**config.mk**
```make
export PLATFORM = sky130hd
export DESIGN_NAME = cache_fill_mux
export DESIGN_NICKNAME = d
export VERILOG_FILES = /design/src/rtl/cache_mux_pkg.sv /design/src/rtl/cache_fill_outreg.sv /design/src/rtl/cache_fill_mux.sv
export SDC_FILE = /design/constraint.sdc
export NUM_CORES = 1
export LEC_CHECK = 0
export CORE_ASPECT_RATIO = 1.5
export CORE_MARGIN = 3
export CORE_UTILIZATION = 39
export DETAILED_ROUTE_END_ITERATION = 10
export GPL_ROUTABILITY_DRIVEN = 1
export PLACE_DENSITY_LB_ADDON = 0.3
export SYNTH_ARGS = -nofsm -noshare
export SYNTH_HDL_FRONTEND = slang
export SYNTH_SLANG_ARGS = --single-unit
```
**constraint.sdc**
```tcl
create_clock -name clk -period 3.3 [get_ports clk]
set_clock_uncertainty 0.1 [all_clocks]
set_input_delay 0.495 -clock clk [delete_from_list [all_inputs] [get_ports clk]]
set_output_delay 0.495 -clock clk [all_outputs]
set_load 0.01 [all_outputs]
```
**src/rtl/cache_mux_pkg.sv**
```systemverilog
// Shared types and source-select codes for the cache fill multiplexer.
package cache_mux_pkg;

  typedef enum logic [1:0] {
    IDLE  = 2'd0,
    XFER  = 2'd1,
    DRAIN = 2'd2
  } state_t;

  localparam int unsigned SRC_NONE  = 0;
  localparam int unsigned SRC_AHB   = 1;
  localparam int unsigned SRC_SRAM1 = 2;
  localparam int unsigned SRC_SRAM2 = 3;
  localparam int unsigned SRC_SD1   = 4;
  localparam int unsigned SRC_SD2   = 5;
  localparam int unsigned SRC_SD3   = 6;

endpackage

```
**src/rtl/cache_fill_outreg.sv**
```systemverilog
// One-entry valid/ready output register feeding the cache write port.
// CACHE_FILL_MUX_PARITY_EN adds a registered even-parity bit.
module cache_fill_outreg #(
  parameter int DATA_W = 32
) (
  input  logic              clk,
  input  logic              n_rst,
  input  logic              load_i,
  input  logic [DATA_W-1:0] data_i,
  input  logic              ready_i,
  output logic [DATA_W-1:0] data_o,
  output logic              valid_o,
`ifdef CACHE_FILL_MUX_PARITY_EN
  output logic              par_o,
`endif
  output logic              take_o
);

  logic [DATA_W-1:0] data_q;
  logic              valid_q;
`ifdef CACHE_FILL_MUX_PARITY_EN
  logic              par_q;
`endif

  // Free slot, or the current word leaves this cycle.
  assign take_o  = !valid_q || ready_i;
  assign data_o  = data_q;
  assign valid_o = valid_q;

  always_ff @(posedge clk or negedge n_rst) begin
    if (!n_rst) begin
      data_q  <= '0;
      valid_q <= 1'b0;
    end else if (load_i) begin
      data_q  <= data_i;
      valid_q <= 1'b1;
    end else if (valid_q && ready_i) begin
      data_q  <= '0;
      valid_q <= 1'b0;
    end
  end

`ifdef CACHE_FILL_MUX_PARITY_EN
  assign par_o = par_q;

  always_ff @(posedge clk or negedge n_rst) begin
    if (!n_rst) begin
      par_q <= 1'b0;
    end else if (load_i) begin
      par_q <= ^data_i;
    end else if (valid_q && ready_i) begin
      par_q <= 1'b0;
    end
  end
`endif

endmodule

```
**src/rtl/cache_fill_mux.sv**
```systemverilog
// Selects one of NUM_SRC word sources on start and streams a BURST_LEN-word line fill.
// Optional macro CACHE_FILL_MUX_PARITY_EN adds the out_par output.
//
// state | meaning
// IDLE  | waiting for start; checks the select code
// XFER  | accepting words from the source latched in sel_q
// DRAIN | last word held in the output register until the cache takes it
module cache_fill_mux
  import cache_mux_pkg::*;
#(
  parameter  int DATA_W    = 32,
  parameter  int NUM_SRC   = 6,
  parameter  int BURST_LEN = 4,
  localparam int SEL_W     = $clog2(NUM_SRC + 1)
) (
  input  logic                      clk,
  input  logic                      n_rst,
  input  logic                      start,
  input  logic [SEL_W-1:0]          sel_in,
  input  logic [NUM_SRC*DATA_W-1:0] src_data,
  input  logic [NUM_SRC-1:0]        src_valid,
  output logic [NUM_SRC-1:0]        src_ready,
  output logic [DATA_W-1:0]         out_data,
  output logic                      out_valid,
  input  logic                      out_ready,
`ifdef CACHE_FILL_MUX_PARITY_EN
  output logic                      out_par,
`endif
  output logic                      busy,
  output logic                      done,
  output logic                      sel_err
);

  localparam int CNT_W = $clog2(BURST_LEN) + 1;

  state_t            state_q;
  logic [SEL_W-1:0]  sel_q;
  logic [CNT_W-1:0]  cnt_q;
  logic              busy_q;
  logic              done_q;
  logic              sel_err_q;

  logic              take;
  logic              accept;
  logic              sel_ok;
  logic [DATA_W-1:0] sel_word;

  assign sel_ok = (sel_in != '0) && (sel_in <= SEL_W'(NUM_SRC));

  always_comb begin
    src_ready = '0;
    sel_word  = '0;
    for (int k = 0; k < NUM_SRC; k++) begin
      if (sel_q == SEL_W'(k + 1)) begin
        src_ready[k] = (state_q == XFER) && take;
        sel_word     = src_data[k*DATA_W +: DATA_W];
      end
    end
  end

  assign accept = |(src_valid & src_ready);

  cache_fill_outreg #(.DATA_W(DATA_W)) u_outreg (
    .clk     (clk),
    .n_rst   (n_rst),
    .load_i  (accept),
    .data_i  (sel_word),
    .ready_i (out_ready),
    .data_o  (out_data),
    .valid_o (out_valid),
`ifdef CACHE_FILL_MUX_PARITY_EN
    .par_o   (out_par),
`endif
    .take_o  (take)
  );

  always_ff @(posedge clk or negedge n_rst) begin
    if (!n_rst) begin
      state_q   <= IDLE;
      sel_q     <= '0;
      cnt_q     <= '0;
      busy_q    <= 1'b0;
      done_q    <= 1'b0;
      sel_err_q <= 1'b0;
    end else begin
      done_q    <= 1'b0;
      sel_err_q <= 1'b0;
      case (state_q)
        IDLE: begin
          if (start) begin
            if (sel_ok) begin
              sel_q   <= sel_in;
              cnt_q   <= '0;
              busy_q  <= 1'b1;
              state_q <= XFER;
            end else begin
              sel_err_q <= 1'b1;
            end
          end
        end
        XFER: begin
          if (accept) begin
            cnt_q <= cnt_q + CNT_W'(1);
            if (cnt_q == CNT_W'(BURST_LEN - 1)) state_q <= DRAIN;
          end
        end
        DRAIN: begin
          // Done only once the last word has actually left the output register.
          if (!out_valid || out_ready) begin
            done_q  <= 1'b1;
            busy_q  <= 1'b0;
            sel_q   <= SEL_W'(SRC_NONE);
            state_q <= IDLE;
          end
        end
        default: state_q <= IDLE;
      endcase
    end
  end

  assign busy    = busy_q;
  assign done    = done_q;
  assign sel_err = sel_err_q;

endmodule

```
After elaboration in Yosys (flattened, before gate mapping)
Cells that the tools add are included.
Storage, ports and cells
  register bits: 44
  input port bits: 205
  word-level logic and storage cells: 78
Cells by class
  add/subtract/negate cells: 1
  magnitude comparators: 1
  eq/ne operators: 14
  multiplexer cells: 39
  bitwise gates (word level): 1
  reductions and logical operators: 14
Operator list (number)
  $mux 32: 8
  $mux 3: 6
  $mux 1: 16
  $pmux 3 s2: 2
  $mux 2: 5
  $eq 3x2->1 const B: 3
  $eq 3x3->1 const B: 3
  $ne 2x2->1 const B: 4
  $reduce_and 4->1: 2
  $and 6x6->6: 1
  $pmux 2 s3: 1
  $reduce_bool 2->1: 3
  $reduce_or 6->1: 1
  $reduce_and 5->1: 1
  $add 3x1->3 const B: 1
  $eq 3x1->1 const B: 1
  $le 3x3->1 const B: 1
  $logic_and 1x1->1: 3
  $reduce_bool 3->1: 1
  $eq 2x1->1 const B: 1
  $eq 2x2->1 const B: 1
  $logic_not 2->1: 1
  $ne 2x1->1 const B: 1
  $pmux 1 s2: 1
  2 further kinds: 2

Logic depth before layout (Yosys ltp)
Gate-level depths: netlist of run 1.
  depth in word-level cells: 8
  depth in mapped cells: 7

By module
From an unflattened synthesis of run 1, not the netlist that was laid out.
Unflattened totals
  cells, all modules: 445
  area, all modules: 3694.8 um2
By module, submodules not included
  cache_fill_mux: instances 1, cells an instance 335, area each 2284.7 um2, seq. area each 275.3 um2
  cache_fill_outreg: instances 1, cells an instance 110, area each 1410.1 um2, seq. area each 825.8 um2

Worst setup path before layout of run 1
Ideal clock, no wire load.
  path type: register to output
  start: reg sel_q[1]
  end: out src_ready[1]
  data arrival time: 1.379 ns
  data required time: 2.705 ns
  path slack: 1.326 ns
  stages on the path, launching flop included: 6
  path buffers: 3
  cells stage by stage: dfrtp_1 -> buf_2 -> buf_4 -> buf_2 -> inv_1 -> nor4_1
Between the ends
  longest elaborated chain between the ends: 2
RTL lines
  start, declared: line cache_fill_mux.sv:37  | logic [SEL_W-1:0] sel_q;
  start signal, assigned: line cache_fill_mux.sv:92  | sel_q <= sel_in;
  start signal, assigned: line cache_fill_mux.sv:112  | sel_q <= SEL_W'(SRC_NONE);
  $eq 3x2->1: line cache_fill_mux.sv:54  | if (sel_q == SEL_W'(k + 1)) begin
  $mux 1: line cache_fill_mux.sv:54
  end, declared: line cache_fill_mux.sv:22  | output logic [NUM_SRC-1:0] src_ready,
Every way passes these cells.

Final worst setup path of run 1
  start: in out_ready
  end: out src_ready[3]
Between the ends
  longest elaborated chain between the ends: 3
RTL lines
  start, declared: line cache_fill_mux.sv:25  | input logic out_ready,
  $logic_or 1x1->1: line cache_fill_outreg.sv:26  | assign take_o = !valid_q || ready_i;
  $logic_and 1x1->1: line cache_fill_mux.sv:55  | src_ready[k] = (state_q == XFER) && take;
  $mux 1: line cache_fill_mux.sv:54
Every way passes these cells.

==> results of run 1 <==
==> final cells by class <==
class	count	area, um^2
inverters	4	15.0
clock inverters	3	90.1
clock buffers	5	125
flip-flops and latches	44	1110
fillers	653	2380
well taps	107	134
repair buffers	257	2550
multi-input cells	276	2210
==> metal layers <==
| metal | part of all wire | up-vias |
|---|---|---|
| li1 | - | 1834 |
| met1 | 0.37 | 1844 |
| met2 | 0.53 | 178 |
| met3 | 0.063 | 28 |
| met4 | 0.034 | 0 |
| met5 | 0 | - |
==> worst max-delay path, stage by stage <==
cell and delay (ps):
clkdlybuf4s50_1 470, nand2b_1 200, nand2_1 300, nor2_1 230
and3_1 170, clkdlybuf4s50_1 530
==> how the worst max path moves through the flow <==
stage,cells past startpoint,endpoint,slack [ps]
after floorplan,5,src_ready[1],1330
after global placement,6,src_ready[4],380
after detailed placement,6,src_ready[3],320
after CTS,6,src_ready[3],320
after global routing,6,src_ready[3],160
final,6,src_ready[3],300
==> power groups by stage <==
stage	Sequential [mW]	Combinational [mW]	Clock, mW
after floorplan	0.923	1.85	0
after global placement	0.903	2.78	0
after detailed placement	0.911	2.86	0
after CTS	0.904	2.87	0.722
after global routing	0.932	3.08	0.744
final	0.904	2.85	0.710
==> sequential cells by signal (all words and copies together) (netlist names) <==
register	cells
u_outreg.data_o	32
cnt_q	3
sel_q	3
state_q	2
busy	1
done	1
sel_err	1
u_outreg.valid_o	1
==> synthesized netlist by cell type <==
library cell  number
mux2i_1           69
dfrtp_1           44
nand2_1           43
o2bb2ai_1         32
clkbuf_1          22
nor2b_1           20
o21ai_0           19
a221o_1           17
mux2_2            17
o221a_2           15
o22ai_1           15
buf_2              6
buf_1              4
inv_1              4
nand2b_1           4
and3_1             3
buf_12             3
a21o_1             2
a22o_1             2
ha_1               2
nand3_1            2
nor2_1             2
nor3_1             2
a21boi_0           1
a2bb2o_1           1
a32o_1             1
buf_4              1
buf_6              1
mux4_2             1
nand4b_1           1
nor2_8             1
nor3b_1            1
nor4_1             1
or2_2              1
or3_1              1
==> kinds of logic (layout without fill, tap and decap cells) <==
family	count (synthesis)	after routing	synth area share
buffers and inverters	41	269	0.0627
multiplexers	87	87	0.256
adder cells (fa/ha/maj)	2	2	0.00708
AO/OA/AOI/OAI	105	105	0.246
AND/OR/NAND/NOR	82	82	0.117
flip-flops	44	44	0.312
==> flow_summary.toml, run 1 <==
[cells_and_area]
stdcell_area_um2 = 6230
synthToLayoutAreaGrowth_pct = 76.4
final_util = 0.723
drive_above_1_share = 0.0968
final_common_cell = "clkdlybuf4s50_1"
stdcell_count = 696
antenna_cells = 0
finalNetCount = 795
layout_common_cells = "clkdlybuf4s50_1, mux2i_1, nand2_1, dfrtp_1, o2bb2ai_1"

[die]
start_util = 0.410
ios = 247
die_h_um = 123
core_area_um2 = 8620
die_x_um = 83.7
die_area_um2 = 10300
rows = 41

[timing]
slew_headroom = 0.360
rsz0062_at_grt = "false"
tightestPinTransition_ps = 961
final_max_slew_viol_count = 0
finalCritPeriodShare = 0.908
fmax_ghz = 0.334
fin_crit_ps = 3000
tns_ps = 0
setup_ws_ps = 303
whs_ps = 267
finalSetupViolations = 0
hold_violations = 0

[synth]
ys_seq_area_frac = 0.312
synth_area_per_cell_um2 = 9.79
netlist_instances = 361
ys_ff_latch = 44
ys_types = 35
syn_area_um2 = 3530
synth_top_area_frac = 0.312
yosysWarnings = 0
synth_nets = 568
synth.area.top_cells = "dfrtp_1, mux2i_1, o2bb2ai_1"
synth_top_area_cell = "dfrtp_1"

[global_routing]
antenna_found_initial = 0
track_usage = 0.261
met1_usage = 0.286
grt_max_degree = 58
overflow = 0
grt_pass1_wl_um = 21200
grtUsageMet3 = 0.0504
grt_busiest_layer = "met2"
met2_usage = 0.490
first_global_vias = 4121

[setup_path]
r2r-start = "sel_q[0]$_DFFE_PN0P_"
ff2ff_path_depth = 6
ff2ff_setup_slack_ps = 780
start_kind = "input port"
arrival_ps = 2400
cp-end-kind = "output pin"
crit_fanout = 7
startpoint = "out_ready"
timing.rr.end = "u_outreg.data_o[0]$_DFFE_PN0P_"
worstSetupPathType = "in -> out"
required_ps = 2700

[run]
drv_cap = 0

[drt]
postRouteAntennaNets = 0
drc = 0
vias_per_cell = 5.58
num_vias = 3884
wirelength_um = 13900
wire_per_inst_um = 20.0
drtPass1Iterations = 4
drt_iter0_markers = 160

[clock_tree]
cts_tree = "done"
clk_latency_ps = 280
clock-root-buffer = "clkbuf_16"
cts_buffer_depth = 2
post_cts_buffers = 0
cts_sinks = 44
cts_resized = 0
hold_buffers = 0
clk_pin_slew_ps = 60
htreeDepth = 2
cts_buffers = 5

[place]
dp_hpwl_um = 11100
port_buffers = 246
dp_cells = 688
gp_congestion = 0.969
dp_slack_ps = 324
postPlaceCellArea_um2 = 6020

[pwr]
pwr-share-comb = 0.638
switching_share = 0.396
p_leak_nw = 2.46
power.share.clock = 0.159
total_power_mw = 4.46
switching_power_mw = 1.77
power_density_nw_per_um2 = 716
internal_power_mw = 2.70
p_seq_frac = 0.203
ir_worst_vdd_v = 0.000553

[status]
run_status = "finished, final reports clean"

[hold_path]
hold_class = "in -> async"
Note: power is estimated with default switching activity, not from simulation.
==> run 2: changes to the inputs <==
GPL_TIMING_DRIVEN = 0   (was unset)
==> run 2 against run 1 <==
  * Global-route usage is 3.4 points higher
  * Sequential share of layout area fell by 0.28 points
  * Maximum frequency fell by 4.0%
  * Flip-flop and latch count is the same
  * Critical path depth down 1
  * Sequential power decreased by 4.4%
  * Combinational power increased by 9.1%
  * Worst hold slack lost 160 ps
  * Via count rose by 5.9%
  * Highest routed layer unchanged
==> flow_summary.toml, run 2 (synthesis results as in run 1) <==
[status]
run_status = "finished, final reports clean"

[drt]
postRouteAntennaNets = 0
num_vias = 4114
drc = 0
vias_per_cell = 5.68
wire_per_inst_um = 21.5
drtPass1Iterations = 7
wirelength_um = 15500
drt_iter0_markers = 224

[pwr]
p_seq_frac = 0.193
internal_power_mw = 2.56
power.share.clock = 0.115
power_density_nw_per_um2 = 711
switching_power_mw = 1.92
switching_share = 0.429
total_power_mw = 4.48
ir_worst_vdd_v = 0.000412
pwr-share-comb = 0.693
p_leak_nw = 2.48

[clock_tree]
hold_buffers = 0
clk_latency_ps = 290
cts_buffers = 5
htreeDepth = 2
cts_sinks = 44
clk_pin_slew_ps = 70
clock-root-buffer = "clkbuf_16"
cts_buffer_depth = 2
cts_tree = "done"

[global_routing]
grt_pass1_wl_um = 23800
overflow = 0
antenna_found_initial = 0
grt_max_degree = 24
track_usage = 0.295
first_global_vias = 4525

[setup_path]
ff2ff_path_depth = 5
required_ps = 2700
timing.rr.end = "u_outreg.data_o[23]$_DFFE_PN0P_"
cp_slowest_stage_delay_ps = 610
start_kind = "input port"
ff2ff_setup_slack_ps = 1100
cp-end-kind = "output pin"
cp_slowest_cell = "clkdlybuf4s50_1"
path_delay_family = "buffers and inverters"
path_buf_inv = 2
worstSetupPathType = "in -> out"
crit_fanout = 7
crit_top_cell = "clkdlybuf4s50_1"
path_cells = "clkdlybuf4s50_1, nand2b_1, nand2_1, nor3_1, clkdlybuf4s50_1"
arrival_ps = 2530
r2r-start = "sel_q[2]$_DFFE_PN0P_"
startpoint = "out_ready"

[timing]
fin_crit_ps = 3120
tns_ps = 0
rsz0062_at_grt = "false"
finalCritPeriodShare = 0.946
slew_headroom = 0.599
finalSetupViolations = 0
final_max_slew_viol_count = 0
hold_violations = 0
fmax_ghz = 0.320
setup_ws_ps = 179
whs_ps = 106
tightestPinTransition_ps = 601

[cells_and_area]
synthToLayoutAreaGrowth_pct = 78.5
final_common_cell = "clkdlybuf4s50_1"
final_util = 0.732
layout_common_cells = "clkdlybuf4s50_1, mux2i_1, dfrtp_1, nand2_1, o2bb2ai_1"
stdcell_count = 724
drive_above_1_share = 0.0925
finalNetCount = 822
largest_register_ff_count = 32
stdcell_area_um2 = 6310

[run]
drv_cap = 0

[place]
dp_slack_ps = 250
gp_congestion = 0.967
dp_hpwl_um = 12800
port_buffers = 246
dp_cells = 715
postPlaceCellArea_um2 = 6150

[die]
rows = 41
die_x_um = 83.7
die_area_um2 = 10300
ios = 247
die_h_um = 123
start_util = 0.410
core_area_um2 = 8620

[hold_path]
hold_class = "in -> async"
run 2: cell count changes in the layout (fill, tap and decap cells not counted), sizes merged:
cell,delta
inv,+2
diode,+1
bufinv,-3
clkbuf,+22
clkinvlp,+1
buf,+5
run 2: repair_timing:
action                                 in CTS  in global routing
resized for setup                           0                  2
setup endpoints to repair                   0                  1
buffers inserted                            0                  0
endpoints found under the hold margin       0                  0
run 2: routing by layer:
| metal | track usage | up-vias | share of wire |
|---|---|---|---|
| met3 | 0.0544 | 32 | 0.065 |
| met4 | 0.118 | 0 | 0.034 |
| met1 | 0.316 | 1980 | 0.36 |
| met5 | 0 | - | 0 |
| li1 | - | 1893 | - |
| met2 | 0.565 | 209 | 0.55 |
run 2: area by class of cell:
cell class / count / area (um^2)
fill: 660 / 2310
sequential: 44 / 1100
clock buffer: 5 / 125
multi-input combinational: 276 / 2210
tap: 107 / 134
inverter: 4 / 15.0
timing repair buffer: 247 / 2480
clock inverter: 3 / 25.0
antenna: 1 / 2.50
buffer: 37 / 208
run 2: how the worst max path moves through the flow:
stage | endpoint | depth (start not counted)
global route | src_ready[5] | 5
detailed placement | src_ready[2] | 5
CTS | src_ready[5] | 7
finish | src_ready[2] | 5
global placement | src_ready[2] | 5
floorplan | src_ready[1] | 5
run 2: worst register-to-register path: cells and delay by family, from the launching register on:
kind	cells	cell delay (ps)
buffers and inverters	2	650
DFF	1	390
muxes	2	710
and+or+nand+nor	1	270
run 2: power by group through the flow:
stage	Clock, mW	Sequential [mW]	Combinational [mW]
final	0.514	0.864	3.11
after global placement	0	0.856	2.99
after CTS	0.515	0.860	3.11
after floorplan	0	0.923	1.85
after global routing	0.535	0.886	3.34
after detailed placement	0	0.867	3.10
==> RTL edit, RTL diff (config.mk and constraints of run 1) <==
Encoding of `state_t`: now one-hot (3 bits for 3 states).
--- a/src/rtl/cache_mux_pkg.sv
+++ b/src/rtl/cache_mux_pkg.sv
@@ -2,8 +2,8 @@
 package cache_mux_pkg;
 
-  typedef enum logic [1:0] {
-    IDLE  = 2'd0,
-    XFER  = 2'd1,
-    DRAIN = 2'd2
+  typedef enum logic [2:0] {
+    IDLE  = 3'b001,
+    XFER  = 3'b010,
+    DRAIN = 3'b100
   } state_t;
 
Function: no difference found for any inputs over 4 cycles, from zero or initial values and one cycle with n_rst low; so few cycles prove little.
==> RTL edit against run 1 <==
- combinational power down 4%
- utilization fell by 2.5 points
- setup slack better by 62 ps
- cell count grew 9.8%
- power is 6.1% lower
- area after synthesis is 1.0% higher
- wire length rose by 12%
- cell area fell by 0.46%
- sequential cell count increased by 1
- largest cell class unchanged
==> RTL edit: results (changes against run 1) <==
CTS buffer count -> 5 (unchanged)
Wire length per cell -> 20.3 µm (was 20.0 µm)
Root Buffer Master -> clkbuf_16 (unchanged)
Ys async rst share -> 100% (unchanged)
Critical path arrival -> 2340 ps (was 2400 ps)
Syn. warnings -> 0 (unchanged)
Overall Global Routing Usage -> 28.5% (was 26.1%)
CTS-repair resized insts -> 0 (unchanged)
PortBufs -> 246 (unchanged)
Layout cells sized above 1 -> 7.49% (was 9.68%)
DRT met1 WL -> 6.03 mm (was 5.13 mm)
Worst hold path type -> input pin to asynchronous set/reset pin (unchanged)
Via count -> 4444 (was 3884)
Clock Path Buffers -> 2 (unchanged)
Largest net degree at the start of global routing -> 54 (was 58)
Worst slew pin tran -> 865 ps (was 961 ps)
Post-synthesis cell area -> 3570 µm² (was 3530 µm²)
Initial antenna violation count -> 0 (unchanged)
Top sig layer -> met4 (unchanged)
Max FFs per register -> 32 (unchanged)
GR met3 Demand/Resource -> 5.93% (was 5.04%)
Syn nets -> 641 (was 568)
Setup bufs post-CTS -> 0 (unchanged)
GR Util met2 -> 50.4% (was 49.0%)
H-tree Lvls -> 2 (unchanged)
Iteration-0 DRC count of the detailed router -> 240 (was 160)
Synth cell types -> 41 (was 35)
LEAKAGE -> 0.00238 µW (was 0.00246 µW)
Worst-path clk slew -> 60 ps (about the same)
Worst skew pair latency -> 280 ps (about the same)
ANT cells -> 0 (unchanged)
Met3 routed WL -> 1.26 mm (was 873 µm)
Nets@finish -> 860 (was 795)
First-pass GRT wire length -> 23.5 mm (was 21.2 mm)
Dpl hpwl -> 11.6 mm (was 11.1 mm)
Met2 WL post-DR -> 7.91 mm (was 7.43 mm)
Top cells by count, synth -> a21oi_1 (65), dfrtp_1 (44), nor2_1 (37), clkbuf_1 (36), nand2_1 (36) (was mux2i_1 (69), dfrtp_1 (44), nand2_1 (43), o2bb2ai_1 (32), clkbuf_1 (22))
Area of placed instances -> 6060 µm² (was 6020 µm²)
Sequential fraction of the synthesis area -> 31.6% (was 31.2%)
Post-placement worst setup slack -> 387 ps (was 324 ps)
Synth top area cells -> dfrtp_1 (31%), a21oi_1 (9.1%), mux2i_1 (9.0%), o2111ai_1 (7.9%), o22a_1 (7.9%) (was dfrtp_1 (31%), mux2i_1 (20%), o2bb2ai_1 (7.9%), mux2_2 (5.4%), a221o_1 (4.8%))
# fillers -> 732 (was 653)
DR pass1 iterations -> 7 (was 4)
Routability cong. -> 0.906 (was 0.969)
Peak VDD IR -> 0.513 mV (was 0.553 mV)
Met1 GRT Util -> 34.1% (was 28.6%)
Crit-path max FO -> 6 (was 7)
Status -> complete, no violations (unchanged)
[RTL edit: worst max-delay path: stages]
cell	delay [ps]
clkdlybuf4s50_1	470
nor2b_1	90
or3_1	460
nor4_1	230
clkdlybuf4s50_1	590
[RTL edit: cells by family (layout without fill, tap and decap cells)]
family	Yosys count	count (layout)	synth area share [%]
buffers and inverters	53	273	6.59
multiplexers	36	36	10.6
adder cells (fa/ha/maj)	2	2	0.701
flip-flops	45	45	31.6
AND/OR/NAND/NOR	127	127	16.9
AO/OA/AOI/OAI	171	171	33.7
[RTL edit: power breakdown]
group          total (µW)  internal, µW  leakage (µW)  switching (µW)
logic                2750          1200       0.00172            1540
clock network         498           302     0.0000712             196
registers             948           782      0.000592             166
[RTL edit: worst paths after layout]
check / from / to / slack [ps] / cells past startpoint
max: out_ready / src_ready[3] / 360 / 5
min: n_rst / u_outreg.data_o[16] / 230 / 1
max reg2reg: sel_q[1] / cnt_q[0] / 850 / 4
min reg2reg: u_outreg.data_o[29] / u_outreg.data_o[29] / 410 / 2
max in group asynchronous: n_rst / u_outreg.data_o[27] / 2200 / 2
min in group clk: u_outreg.data_o[29] / u_outreg.data_o[29] / 410 / 2
[RTL edit: layout make-up]
class                           instances  share of cell area, %
Multi-Input combinational cell        336                   35.7
Clock buffer                            8                   2.36
Timing Repair Buffer                  259                   41.2
Tap cell                              110                   2.22
Sequential cell                        45                   18.2
Inverter                                6                  0.363
[RTL edit: per-stage QoR]
step | hold slack (ps) | std cells | power (µW) | utilization [%]
after global placement | 387 | 756 | 3620 | 68.2
after detailed placement | 409 | 756 | 3670 | 68.2
after global routing | 296 | 764 | 4450 | 69.9
after floorplan | 99.4 | 434 | 2570 | -
final | 231 | 764 | 4190 | 69.9
after CTS | 258 | 764 | 4180 | 69.9
